===== src/rtl/tx_fifo_mux_if.sv =====
// Bus bundle for tx_fifo_mux: channel write side, TX pop side and status.
// The master drives channel data and controls; the slave is the mux itself.
interface tx_fifo_mux_if #(
    parameter int DATA_W = 16,
    parameter int NUM_CH = 4,
    parameter int CH_W   = (NUM_CH > 1) ? $clog2(NUM_CH) : 1
);
    logic [NUM_CH*DATA_W-1:0] datain;
    logic [NUM_CH-1:0]        datain_valid;
    logic [NUM_CH-1:0]        clr;
    logic                     tx_ready;
    logic                     idle_fill;
    logic [NUM_CH-1:0]        fifo_full;
    logic [NUM_CH-1:0]        fifo_empty;
    logic [NUM_CH-1:0]        overflow;
    logic [DATA_W-1:0]        dataout;
    logic                     dataout_valid;
    logic [CH_W-1:0]          dataout_ch;

    modport master (
        output datain, datain_valid, clr, tx_ready, idle_fill,
        input  fifo_full, fifo_empty, overflow,
        input  dataout, dataout_valid, dataout_ch
    );

    modport slave (
        input  datain, datain_valid, clr, tx_ready, idle_fill,
        output fifo_full, fifo_empty, overflow,
        output dataout, dataout_valid, dataout_ch
    );
endinterface


===== src/rtl/tx_fifo_mux.sv =====
// Multi-channel TX buffer: NUM_CH single-clock FIFOs drained one word
// per cycle by a round-robin arbiter into a registered TX output.
module tx_fifo_mux #(
    parameter int              DATA_W     = 16,
    parameter int              DEPTH_LOG2 = 4,
    parameter int              NUM_CH     = 4,
    parameter logic [DATA_W-1:0] IDLE_WORD = 16'h50BC
) (
    input  logic         txusrclk,
    input  logic         rst_n,
    tx_fifo_mux_if.slave bus
);
    localparam int DEPTH = 2 ** DEPTH_LOG2;
    localparam int CH_W  = (NUM_CH > 1) ? $clog2(NUM_CH) : 1;
    localparam logic [DEPTH_LOG2:0] FULL_CNT = (DEPTH_LOG2 + 1)'(DEPTH);
    localparam logic [CH_W-1:0]     LAST_CH  = CH_W'(NUM_CH - 1);

    typedef logic [DEPTH_LOG2-1:0] ptr_t;
    typedef logic [DEPTH_LOG2:0]   cnt_t;

    logic [DATA_W-1:0] mem_q [NUM_CH][DEPTH];

    ptr_t wr_ptr_q [NUM_CH];
    ptr_t wr_ptr_d [NUM_CH];
    ptr_t rd_ptr_q [NUM_CH];
    ptr_t rd_ptr_d [NUM_CH];
    cnt_t cnt_q    [NUM_CH];
    cnt_t cnt_d    [NUM_CH];

    logic [NUM_CH-1:0] ovf_q;
    logic [NUM_CH-1:0] ovf_d;
    logic [NUM_CH-1:0] full;
    logic [NUM_CH-1:0] empty;
    logic [NUM_CH-1:0] elig;
    logic [NUM_CH-1:0] push;
    logic [NUM_CH-1:0] pop_ch;

    logic [CH_W-1:0] last_grant_q;
    logic [CH_W-1:0] last_grant_d;
    logic [CH_W-1:0] grant;
    logic [CH_W-1:0] arb_idx;
    logic            grant_vld;
    logic            pop;

    logic [DATA_W-1:0] dout_q;
    logic [DATA_W-1:0] dout_d;
    logic              dvalid_q;
    logic              dvalid_d;
    logic [CH_W-1:0]   dch_q;
    logic [CH_W-1:0]   dch_d;

    always_comb begin
        full  = '0;
        empty = '0;
        elig  = '0;
        for (int c = 0; c < NUM_CH; c++) begin
            full[c]  = (cnt_q[c] == FULL_CNT);
            empty[c] = (cnt_q[c] == '0);
            elig[c]  = !empty[c] && !bus.clr[c];
        end
    end

    // Search starts one past the last served channel and wraps.
    always_comb begin
        grant     = '0;
        grant_vld = 1'b0;
        arb_idx   = '0;
        for (int k = 1; k <= NUM_CH; k++) begin
            arb_idx = CH_W'((int'(last_grant_q) + k) % NUM_CH);
            if (!grant_vld && elig[arb_idx]) begin
                grant     = arb_idx;
                grant_vld = 1'b1;
            end
        end
    end

    assign pop = bus.tx_ready && grant_vld;

    always_comb begin
        push   = '0;
        pop_ch = '0;
        ovf_d  = ovf_q;
        for (int c = 0; c < NUM_CH; c++) begin
            push[c]     = bus.datain_valid[c] && !full[c] && !bus.clr[c];
            pop_ch[c]   = pop && (grant == CH_W'(c));
            wr_ptr_d[c] = wr_ptr_q[c];
            rd_ptr_d[c] = rd_ptr_q[c];
            cnt_d[c]    = cnt_q[c];
            if (bus.clr[c]) begin
                wr_ptr_d[c] = '0;
                rd_ptr_d[c] = '0;
                cnt_d[c]    = '0;
                ovf_d[c]    = 1'b0;
            end else begin
                if (push[c]) begin
                    wr_ptr_d[c] = wr_ptr_q[c] + 1'b1;
                end
                if (pop_ch[c]) begin
                    rd_ptr_d[c] = rd_ptr_q[c] + 1'b1;
                end
                if (bus.datain_valid[c] && full[c]) begin
                    ovf_d[c] = 1'b1;
                end
                unique case ({push[c], pop_ch[c]})
                    2'b10:   cnt_d[c] = cnt_q[c] + 1'b1;
                    2'b01:   cnt_d[c] = cnt_q[c] - 1'b1;
                    default: cnt_d[c] = cnt_q[c];
                endcase
            end
        end
    end

    always_comb begin
        dvalid_d     = pop;
        dout_d       = dout_q;
        dch_d        = dch_q;
        last_grant_d = last_grant_q;
        if (pop) begin
            dout_d       = mem_q[grant][rd_ptr_q[grant]];
            dch_d        = grant;
            last_grant_d = grant;
        end else if (bus.idle_fill && bus.tx_ready) begin
            dout_d = IDLE_WORD;
        end
    end

    // Storage has no reset; only pointers and counts define validity.
    always_ff @(posedge txusrclk) begin
        for (int c = 0; c < NUM_CH; c++) begin
            if (push[c]) begin
                mem_q[c][wr_ptr_q[c]] <= bus.datain[c*DATA_W +: DATA_W];
            end
        end
    end

    always_ff @(posedge txusrclk or negedge rst_n) begin
        if (!rst_n) begin
            for (int c = 0; c < NUM_CH; c++) begin
                wr_ptr_q[c] <= '0;
                rd_ptr_q[c] <= '0;
                cnt_q[c]    <= '0;
            end
            ovf_q        <= '0;
            last_grant_q <= LAST_CH;
            dout_q       <= '0;
            dvalid_q     <= 1'b0;
            dch_q        <= '0;
        end else begin
            for (int c = 0; c < NUM_CH; c++) begin
                wr_ptr_q[c] <= wr_ptr_d[c];
                rd_ptr_q[c] <= rd_ptr_d[c];
                cnt_q[c]    <= cnt_d[c];
            end
            ovf_q        <= ovf_d;
            last_grant_q <= last_grant_d;
            dout_q       <= dout_d;
            dvalid_q     <= dvalid_d;
            dch_q        <= dch_d;
        end
    end

    assign bus.fifo_full     = full;
    assign bus.fifo_empty    = empty;
    assign bus.overflow      = ovf_q;
    assign bus.dataout       = dout_q;
    assign bus.dataout_valid = dvalid_q;
    assign bus.dataout_ch    = dch_q;

endmodule


===== src/flat_wrapper.sv =====
// flat-port wrapper written by rule: the top's interface ports become plain ports
module tx_fifo_mux_flat 
#(
    parameter int              DATA_W     = 16,
    parameter int              DEPTH_LOG2 = 4,
    parameter int              NUM_CH     = 4,
    parameter logic [DATA_W-1:0] IDLE_WORD = 16'h50BC
)
  (txusrclk, rst_n, bus_datain, bus_datain_valid, bus_clr, bus_tx_ready, bus_idle_fill, bus_fifo_full, bus_fifo_empty, bus_overflow, bus_dataout, bus_dataout_valid, bus_dataout_ch);
  tx_fifo_mux_if #(.DATA_W(DATA_W), .NUM_CH(NUM_CH)) bus_i ();
  input  logic txusrclk;
  input  logic rst_n;
  input wire logic [$bits(bus_i.datain)-1:0] bus_datain;
  input wire logic [$bits(bus_i.datain_valid)-1:0] bus_datain_valid;
  input wire logic [$bits(bus_i.clr)-1:0] bus_clr;
  input wire logic [$bits(bus_i.tx_ready)-1:0] bus_tx_ready;
  input wire logic [$bits(bus_i.idle_fill)-1:0] bus_idle_fill;
  output wire logic [$bits(bus_i.fifo_full)-1:0] bus_fifo_full;
  output wire logic [$bits(bus_i.fifo_empty)-1:0] bus_fifo_empty;
  output wire logic [$bits(bus_i.overflow)-1:0] bus_overflow;
  output wire logic [$bits(bus_i.dataout)-1:0] bus_dataout;
  output wire logic [$bits(bus_i.dataout_valid)-1:0] bus_dataout_valid;
  output wire logic [$bits(bus_i.dataout_ch)-1:0] bus_dataout_ch;
  assign bus_i.datain = bus_datain;
  assign bus_i.datain_valid = bus_datain_valid;
  assign bus_i.clr = bus_clr;
  assign bus_i.tx_ready = bus_tx_ready;
  assign bus_i.idle_fill = bus_idle_fill;
  assign bus_fifo_full = bus_i.fifo_full;
  assign bus_fifo_empty = bus_i.fifo_empty;
  assign bus_overflow = bus_i.overflow;
  assign bus_dataout = bus_i.dataout;
  assign bus_dataout_valid = bus_i.dataout_valid;
  assign bus_dataout_ch = bus_i.dataout_ch;
  tx_fifo_mux #(.DATA_W(DATA_W), .DEPTH_LOG2(DEPTH_LOG2), .NUM_CH(NUM_CH), .IDLE_WORD(IDLE_WORD)) u_core (.txusrclk(txusrclk), .rst_n(rst_n), .bus(bus_i));
endmodule

===== config.mk =====
export PLATFORM = sky130hd
export DESIGN_NAME = tx_fifo_mux_flat
export DESIGN_NICKNAME = d
export VERILOG_FILES = /design/src/rtl/tx_fifo_mux_if.sv /design/src/rtl/tx_fifo_mux.sv /design/src/flat_wrapper.sv
export SDC_FILE = /design/constraint.sdc
export NUM_CORES = 1
export LEC_CHECK = 0
export BUFFER_PORTS_ARGS = -buffer_cell sky130_fd_sc_hd__buf_2
export CAP_MARGIN = 20
export CORE_ASPECT_RATIO = 0.5
export CORE_MARGIN = 5
export CORE_UTILIZATION = 40
export DETAILED_ROUTE_END_ITERATION = 12
export PLACE_DENSITY_LB_ADDON = 0.25
export SYNTH_ARGS = -nofsm -noshare
export SYNTH_HDL_FRONTEND = slang
export SYNTH_SLANG_ARGS = --single-unit

===== constraint.sdc =====
create_clock -name txusrclk -period 5.55 [get_ports txusrclk]
set_input_delay 1.11 -clock txusrclk [delete_from_list [all_inputs] [get_ports txusrclk]]
set_output_delay 1.11 -clock txusrclk [all_outputs]
set_load 0.01 [all_outputs]

* After elaboration in Yosys (flattened, before gate mapping)
Memory sizes are Yosys's and may differ from the RTL's. Index checks and enable logic that the tools add are counted.
Word-level totals: register bits after elaboration 77, memory bits (writable) 1024, bits of input ports 76, output and inout bits 31, word-level logic and storage cells 214, memories 1
Cells by class: add/sub/neg operators 20, order comparisons 14, equality and inequality tests 15, muxes and demuxes 72, bitwise logic cells 6, reduce and logical (&&, ||, !) cells 66
Memory list:
- u_core.mem_q | depth 4, width 256, read ports 1, clocked after memory_dff 0, wr ports 4, line tx_fifo_mux.sv:21 | logic [DATA_W-1:0] mem_q [NUM_CH][DEPTH];
Operators with widths (count):
- 256-bit two-way mux | 4
- 16-bit demux with 4-bit select | 4
- 16-bit two-way mux | 8
- 4-bit two-way mux | 18
- 16-bit binary-select mux with 4-bit select | 1
- 5-bit one-hot mux with 2 select lines | 4
- 4-bit by 1-bit adder with 4-bit output, second input constant | 8
- 1-bit logical AND | 29
- 2-bit nonzero test | 13
- 5-bit greater-or-equal comparator, second input constant | 5
- 4-bit inverter with 5-bit output | 5
- 5-bit by 1-bit adder with 5-bit output, second input constant | 4
- 5-bit == test, second input constant | 4
- 5-bit zero test | 4
- 5-bit by 1-bit less-than comparator with 1-bit output, second input constant | 4
- 1-bit two-way mux | 20
- 5-bit two-way mux | 4
- 5-bit by 1-bit subtractor with 5-bit output, second input constant | 4
- 1-bit zero test | 15
- 2-bit == test, second input constant | 6
- 2-bit by 3-bit less-than comparator with 1-bit output, second input constant | 4
- 3-bit nonzero test | 4
- 2-bit by 1-bit == test with 1-bit output, second input constant | 5
- 1-bit binary-select mux with 2-bit select | 4
- 7 further kinds | 12

* Logic depth before layout (Yosys ltp)
word-level depth 24, gate-level depth with buffers 17, depth with buffers taken out 14

* Worst setup path after synthesis
No wires, ideal clock.
kind input-to-reg, start point input port bus_clr[3], end point register u_core.cnt_q[9] in the netlist's numbering, data arrival time 4369 ps, data required time 5473 ps, setup slack 1104 ps, cell stages on the path 17, path through clkbuf_1 nor2b_1 o21ai_1 a32oi_1 nand3_1 buf_2 buf_1 nor2_1 nand2_1 nor2_1 xnor2_1 ha_1 or3_1 a21oi_1 a21oi_1 or3_1 a21oi_1
Between the ends: longest elaborated chain between the ends 19, elaborated cells between the ends (all ways) 32, classes of those cells 3 x eq/ne; 18 x mux; 11 x reduce/logical
Ends and longest elaborated chain:
- start: declaration | line flat_wrapper.sv:15 | input wire logic [$bits(bus_i.clr)-1:0] bus_clr;
- 1-bit zero test (*) | line tx_fifo_mux.sv:59 | elig[c] = !empty[c] && !bus.clr[c];
- 1-bit logical AND (*) | line tx_fifo_mux.sv:59
- 1-bit binary-select mux with 2-bit select | line tx_fifo_mux.sv:70 | if (!grant_vld && elig[arb_idx]) begin
- 1-bit two-way mux (not written as such) | line tx_fifo_mux.sv:70
- 1-bit two-way mux | line tx_fifo_mux.sv:70
- 1-bit zero test | line tx_fifo_mux.sv:70
- 1-bit logical AND | line tx_fifo_mux.sv:70
- 1-bit two-way mux | line tx_fifo_mux.sv:70
- (+3 left out)
- 1-bit zero test | line tx_fifo_mux.sv:70
- 1-bit logical AND | line tx_fifo_mux.sv:70
- 2-bit two-way mux or 1-bit two-way mux (tied branches) | line tx_fifo_mux.sv:70
- 2-bit == test or 1-bit logical AND (tied branches) | line tx_fifo_mux.sv:85, tx_fifo_mux.sv:77
- 1-bit logical AND (*) | line tx_fifo_mux.sv:85 | pop_ch[c] = pop && (grant == CH_W'(c));
- 2-bit by 1-bit == test with 1-bit output or 2-bit == test (tied branches) | line tx_fifo_mux.sv:104 | unique case ({push[c], pop_ch[c]})
- 5-bit one-hot mux with 2 select lines | line tx_fifo_mux.sv:104
- 5-bit two-way mux | line tx_fifo_mux.sv:89 | if (bus.clr[c]) begin
- end signal: indexed assignment | line tx_fifo_mux.sv:152 | cnt_q[c] <= cnt_d[c];
- end: declaration | line tx_fifo_mux.sv:27 | cnt_t cnt_q [NUM_CH];
Mark *: on every way between the ends. The rest lies on a longest branch, timed or not. The select of a mux whose other input is x is not followed. A chain may end at the register's enable or synchronous reset.

* Worst setup path in the final report
start point register u_core.cnt_q[6] in the netlist's numbering, end point register u_core.dout_q[2], in the netlist u_core.bus.dataout[2]
Between the ends: longest elaborated chain between the ends 24, elaborated cells between the ends (all ways) 37, classes of those cells 23 x mux; 2 x bitwise; 11 x reduce/logical; 1 x memory
Ends and longest elaborated chain:
- 5-bit zero test (*) | line tx_fifo_mux.sv:58 | empty[c] = (cnt_q[c] == '0);
- 1-bit zero test (*) | line tx_fifo_mux.sv:59
- 1-bit logical AND (*) | line tx_fifo_mux.sv:59
- 1-bit binary-select mux with 2-bit select | line tx_fifo_mux.sv:70
- 1-bit two-way mux (not written as such) | line tx_fifo_mux.sv:70
- 1-bit two-way mux | line tx_fifo_mux.sv:70
- 1-bit zero test | line tx_fifo_mux.sv:70
- 1-bit logical AND | line tx_fifo_mux.sv:70
- (+6 left out)
- 2-bit two-way mux | line tx_fifo_mux.sv:70
- 2-bit inverter with 3-bit output (not written as such) | line tx_fifo_mux.sv:119 | dout_d = mem_q[grant][rd_ptr_q[grant]];
- 4-bit binary-select mux with 2-bit select | line tx_fifo_mux.sv:119
- 4-bit two-way mux (not written as such) (2 in a row) | line tx_fifo_mux.sv:119
- 4-bit inverter with 5-bit output (not written as such) | line tx_fifo_mux.sv:119
- 16-bit binary-select mux with 4-bit select | line tx_fifo_mux.sv:119
- 16-bit two-way mux (not written as such) (2 in a row) | line tx_fifo_mux.sv:119
- 16-bit two-way mux | line tx_fifo_mux.sv:118 | if (pop) begin
- end signal: assignment | line tx_fifo_mux.sv:156 | dout_q <= dout_d;
- end: declaration | line tx_fifo_mux.sv:45 | logic [DATA_W-1:0] dout_q;
Marks and branches as above.

==> flow_metrics.env <==
export IMPL_status="complete, no violations"
export IMPL_arrival_ps=5720
export IMPL_end_kind="flop"
export IMPL_viasPerCell=5.81
export IMPL_rsz0062_at_grt="no"
export IMPL_drc_errors=0
export IMPL_grt_ovfl_total=0
export IMPL_vias=28000
export IMPL_worstSetupPathType="flop to flop"
export IMPL_nNetsFinal=3341
export IMPL_critPathBufInv=2
export IMPL_cp_required_ps=6050
export IMPL_synth_top_area_share_pct=69.3
export IMPL_cp_slowest_cell="nor3_2"
export IMPL_antenna_found_initial=8
export IMPL_dr_pass1_iters=6
export IMPL_grt_pass1_wl_mm=196
export IMPL_yosysSeqAreaShare_pct=73.7
export IMPL_area_growth_pct=14.3
export IMPL_clk_pin_slew_ps=60
export IMPL_start_util_pct=40.3
export IMPL_core_um2=110000
export IMPL_min_period_ps=5220
export IMPL_setup_viol=0
export IMPL_clk_latency_ps=710
export IMPL_synth_area_um2=44300
export IMPL_globalplace_congestion=0.931
export IMPL_ios=107
export IMPL_cp_start_kind="flop"
export IMPL_hold_viol=0
export IMPL_grt_util_all_layers_pct=23.1
export IMPL_fmax_mhz=192
export IMPL_ys_ff_latch=1101
export IMPL_layout_drive_gt1_share_pct=14.2
export IMPL_tightest_slew_ps=1140
export IMPL_async_reset_ff_share_pct=6.99
export IMPL_placed_area_um2=47400
export IMPL_critPathTopFamily="simple AND/OR/NAND/NOR gates"
export IMPL_grt_max_degree=90
export IMPL_utilization_pct=46.0
export IMPL_rrSetupSlack_ps=330
export IMPL_final_area_um2=50700
export IMPL_slew_viol_final=0
export IMPL_numPortBuffers=106
export IMPL_syn_num_nets=3151
export IMPL_finalWirelength_mm=139
export IMPL_hpwl_mm=93.6
export IMPL_synth_main_ff_cell="edfxtp_1"
export IMPL_cts_resized=0
export IMPL_timing_final_crit_share_pct=94.0
export IMPL_synth_cells=3047
export IMPL_synth_top_area_cell="edfxtp_1"
export IMPL_drt_iter0_drc=3189
export IMPL_cts_sinks=1101
export IMPL_slowest_delay_ps=880
export IMPL_wl_per_cell_um=28.8
export IMPL_ir_worst_vdd_mv=1.03
export IMPL_setup_tns_ps=0
export IMPL_htreeDepth=3
export IMPL_cts_setup_buffers=0
export IMPL_synth_edff_count=1024
export IMPL_die_h_um=245
export IMPL_p_leak_uw=0.0171
export IMPL_synth_area_top_cells="edfxtp_1, mux2i_1, dfrtp_1"
export IMPL_yosysMostFrequentCell="edfxtp_1"
export IMPL_skew_ps=26.5
export IMPL_drv_cap=0
export IMPL_cts_tree="built"
export IMPL_ys_top_cells_by_count="edfxtp_1, nand2_1, mux2i_1, nor2_1, a21oi_1"
export IMPL_hp_class="primary input to asynchronous set/reset pin"
export IMPL_cts_root_buffer="clkbuf_16"
export IMPL_ant_nets=0
export IMPL_path_cells="or4_1, o21bai_1, nor3b_2, a2111oi_4, buf_4, buf_4, nand3_1, nand2_2, nor3_2, o21ai_0, or4_1, a221oi_1, a2111oi_0"
export IMPL_maxSlewHeadroom_pct=23.7
export IMPL_grt_pass1_vias=26900
export IMPL_p_per_area_nw_per_um2=638
export IMPL_syn_avg_cell_area_um2=14.6
export IMPL_holdBufCountCts=0
export IMPL_ys_types=73
export IMPL_cts_buffers=101
export IMPL_cts_buffer_depth=3
export IMPL_die_x_um=481
export IMPL_ys_warn_count=0
export IMPL_rows=86
export IMPL_critical_path_max_fanout=23
export IMPL_die_area_um2=118000
export IMPL_fillers=9673
## area by class of cell
cell class                 count  area, um^2  area share [%]
antenna                        5        12.5          0.0247
clock buffer                 133        2730            5.38
clock inverter                53         433           0.854
inverter                      20        75.1           0.148
multi-input combinational   1754       11000            21.6
sequential                  1101       32700            64.5
tap                         1496        1870            3.69
timing repair buffer         259        1920            3.78
## flip-flops by register name, summed over array words and instances, names as in the netlist
signal / cells
u_core.bus.dataout_valid: 1
u_core.wr_ptr_q: 16
u_core.rd_ptr_q: 16
u_core.bus.dataout: 16
u_core.cnt_q: 20
u_core.bus.overflow: 4
u_core.bus.dataout_ch: 2
u_core.last_grant_q: 2
u_core.mem_q: 1024
## layout by cell type (no fill, tap or decap), drive strengths merged, types with 22 or more instances in the layout
master  instances
a31oi          45
edfxtp       1024
nor3           35
dfrtp          75
a211oi         31
a21oi         138
nand2         463
a22oi          22
o21ai          75
clkinv         44
and2           22
nor2          168
o221ai         22
nand3          83
and3           35
nand4          22
buf           258
ha             28
a221oi         34
or4            22
mux2i         236
o22ai          50
clkbuf        134
## cell families (layout without fill, tap and decap cells)
logic type | Yosys count | count (layout) | synth area share (%)
buf+inv | 192 | 465 | 2.03
xor+xnor | 41 | 41 | 0.810
fa+ha+maj | 28 | 28 | 0.790
simple gates | 921 | 921 | 9.43
compound gates | 526 | 526 | 7.87
mux | 238 | 238 | 5.38
flops | 1101 | 1101 | 73.7
other cells | 0 | 5 | 0
## path summary, 6_finish.rpt
| check | endpoint | cells past startpoint | start |
|---|---|---|---|
| max | u_core.bus.dataout[2] | 13 | u_core.cnt_q[6] |
| min | u_core.bus.dataout[7] | 1 | rst_n |
| max reg2reg | u_core.bus.dataout[2] | 13 | u_core.cnt_q[6] |
| min reg2reg | u_core.bus.overflow[0] | 2 | u_core.bus.overflow[0] |
| max in group asynchronous | u_core.last_grant_q[0] | 2 | rst_n |
| min in group txusrclk | u_core.bus.overflow[0] | 2 | u_core.bus.overflow[0] |
## layer usage
| metal | wire length (um) | global-route usage [%] |
|---|---|---|
| met1 | 57700 | 32.4 |
| met2 | 64200 | 36.3 |
| met3 | 12100 | 4.52 |
| met4 | 4740 | 8.08 |
| met5 | 7 | 0 |
## power by group
| group | internal (uW) | leakage [uW] | switching [uW] |
|---|---|---|---|
| clock network | 3740 | 0.00155 | 3040 |
| logic | 5310 | 0.00532 | 10700 |
| registers | 9320 | 0.0102 | 238 |
| total | 18400 | 0.0171 | 13900 |
## stage by stage
stage	power (uW)	setup WS, ps	hold slack (ps)	cells
3_3_place_gp	25400	496	464	4622
2_1_floorplan	19900	1100	504	3047
6_report	32300	333	450	4821
3_5_place_dp	25600	396	477	4625
4_1_cts	32300	478	434	4811
5_1_grt	33800	178	474	4817
(Power assumes the default switching activity.)
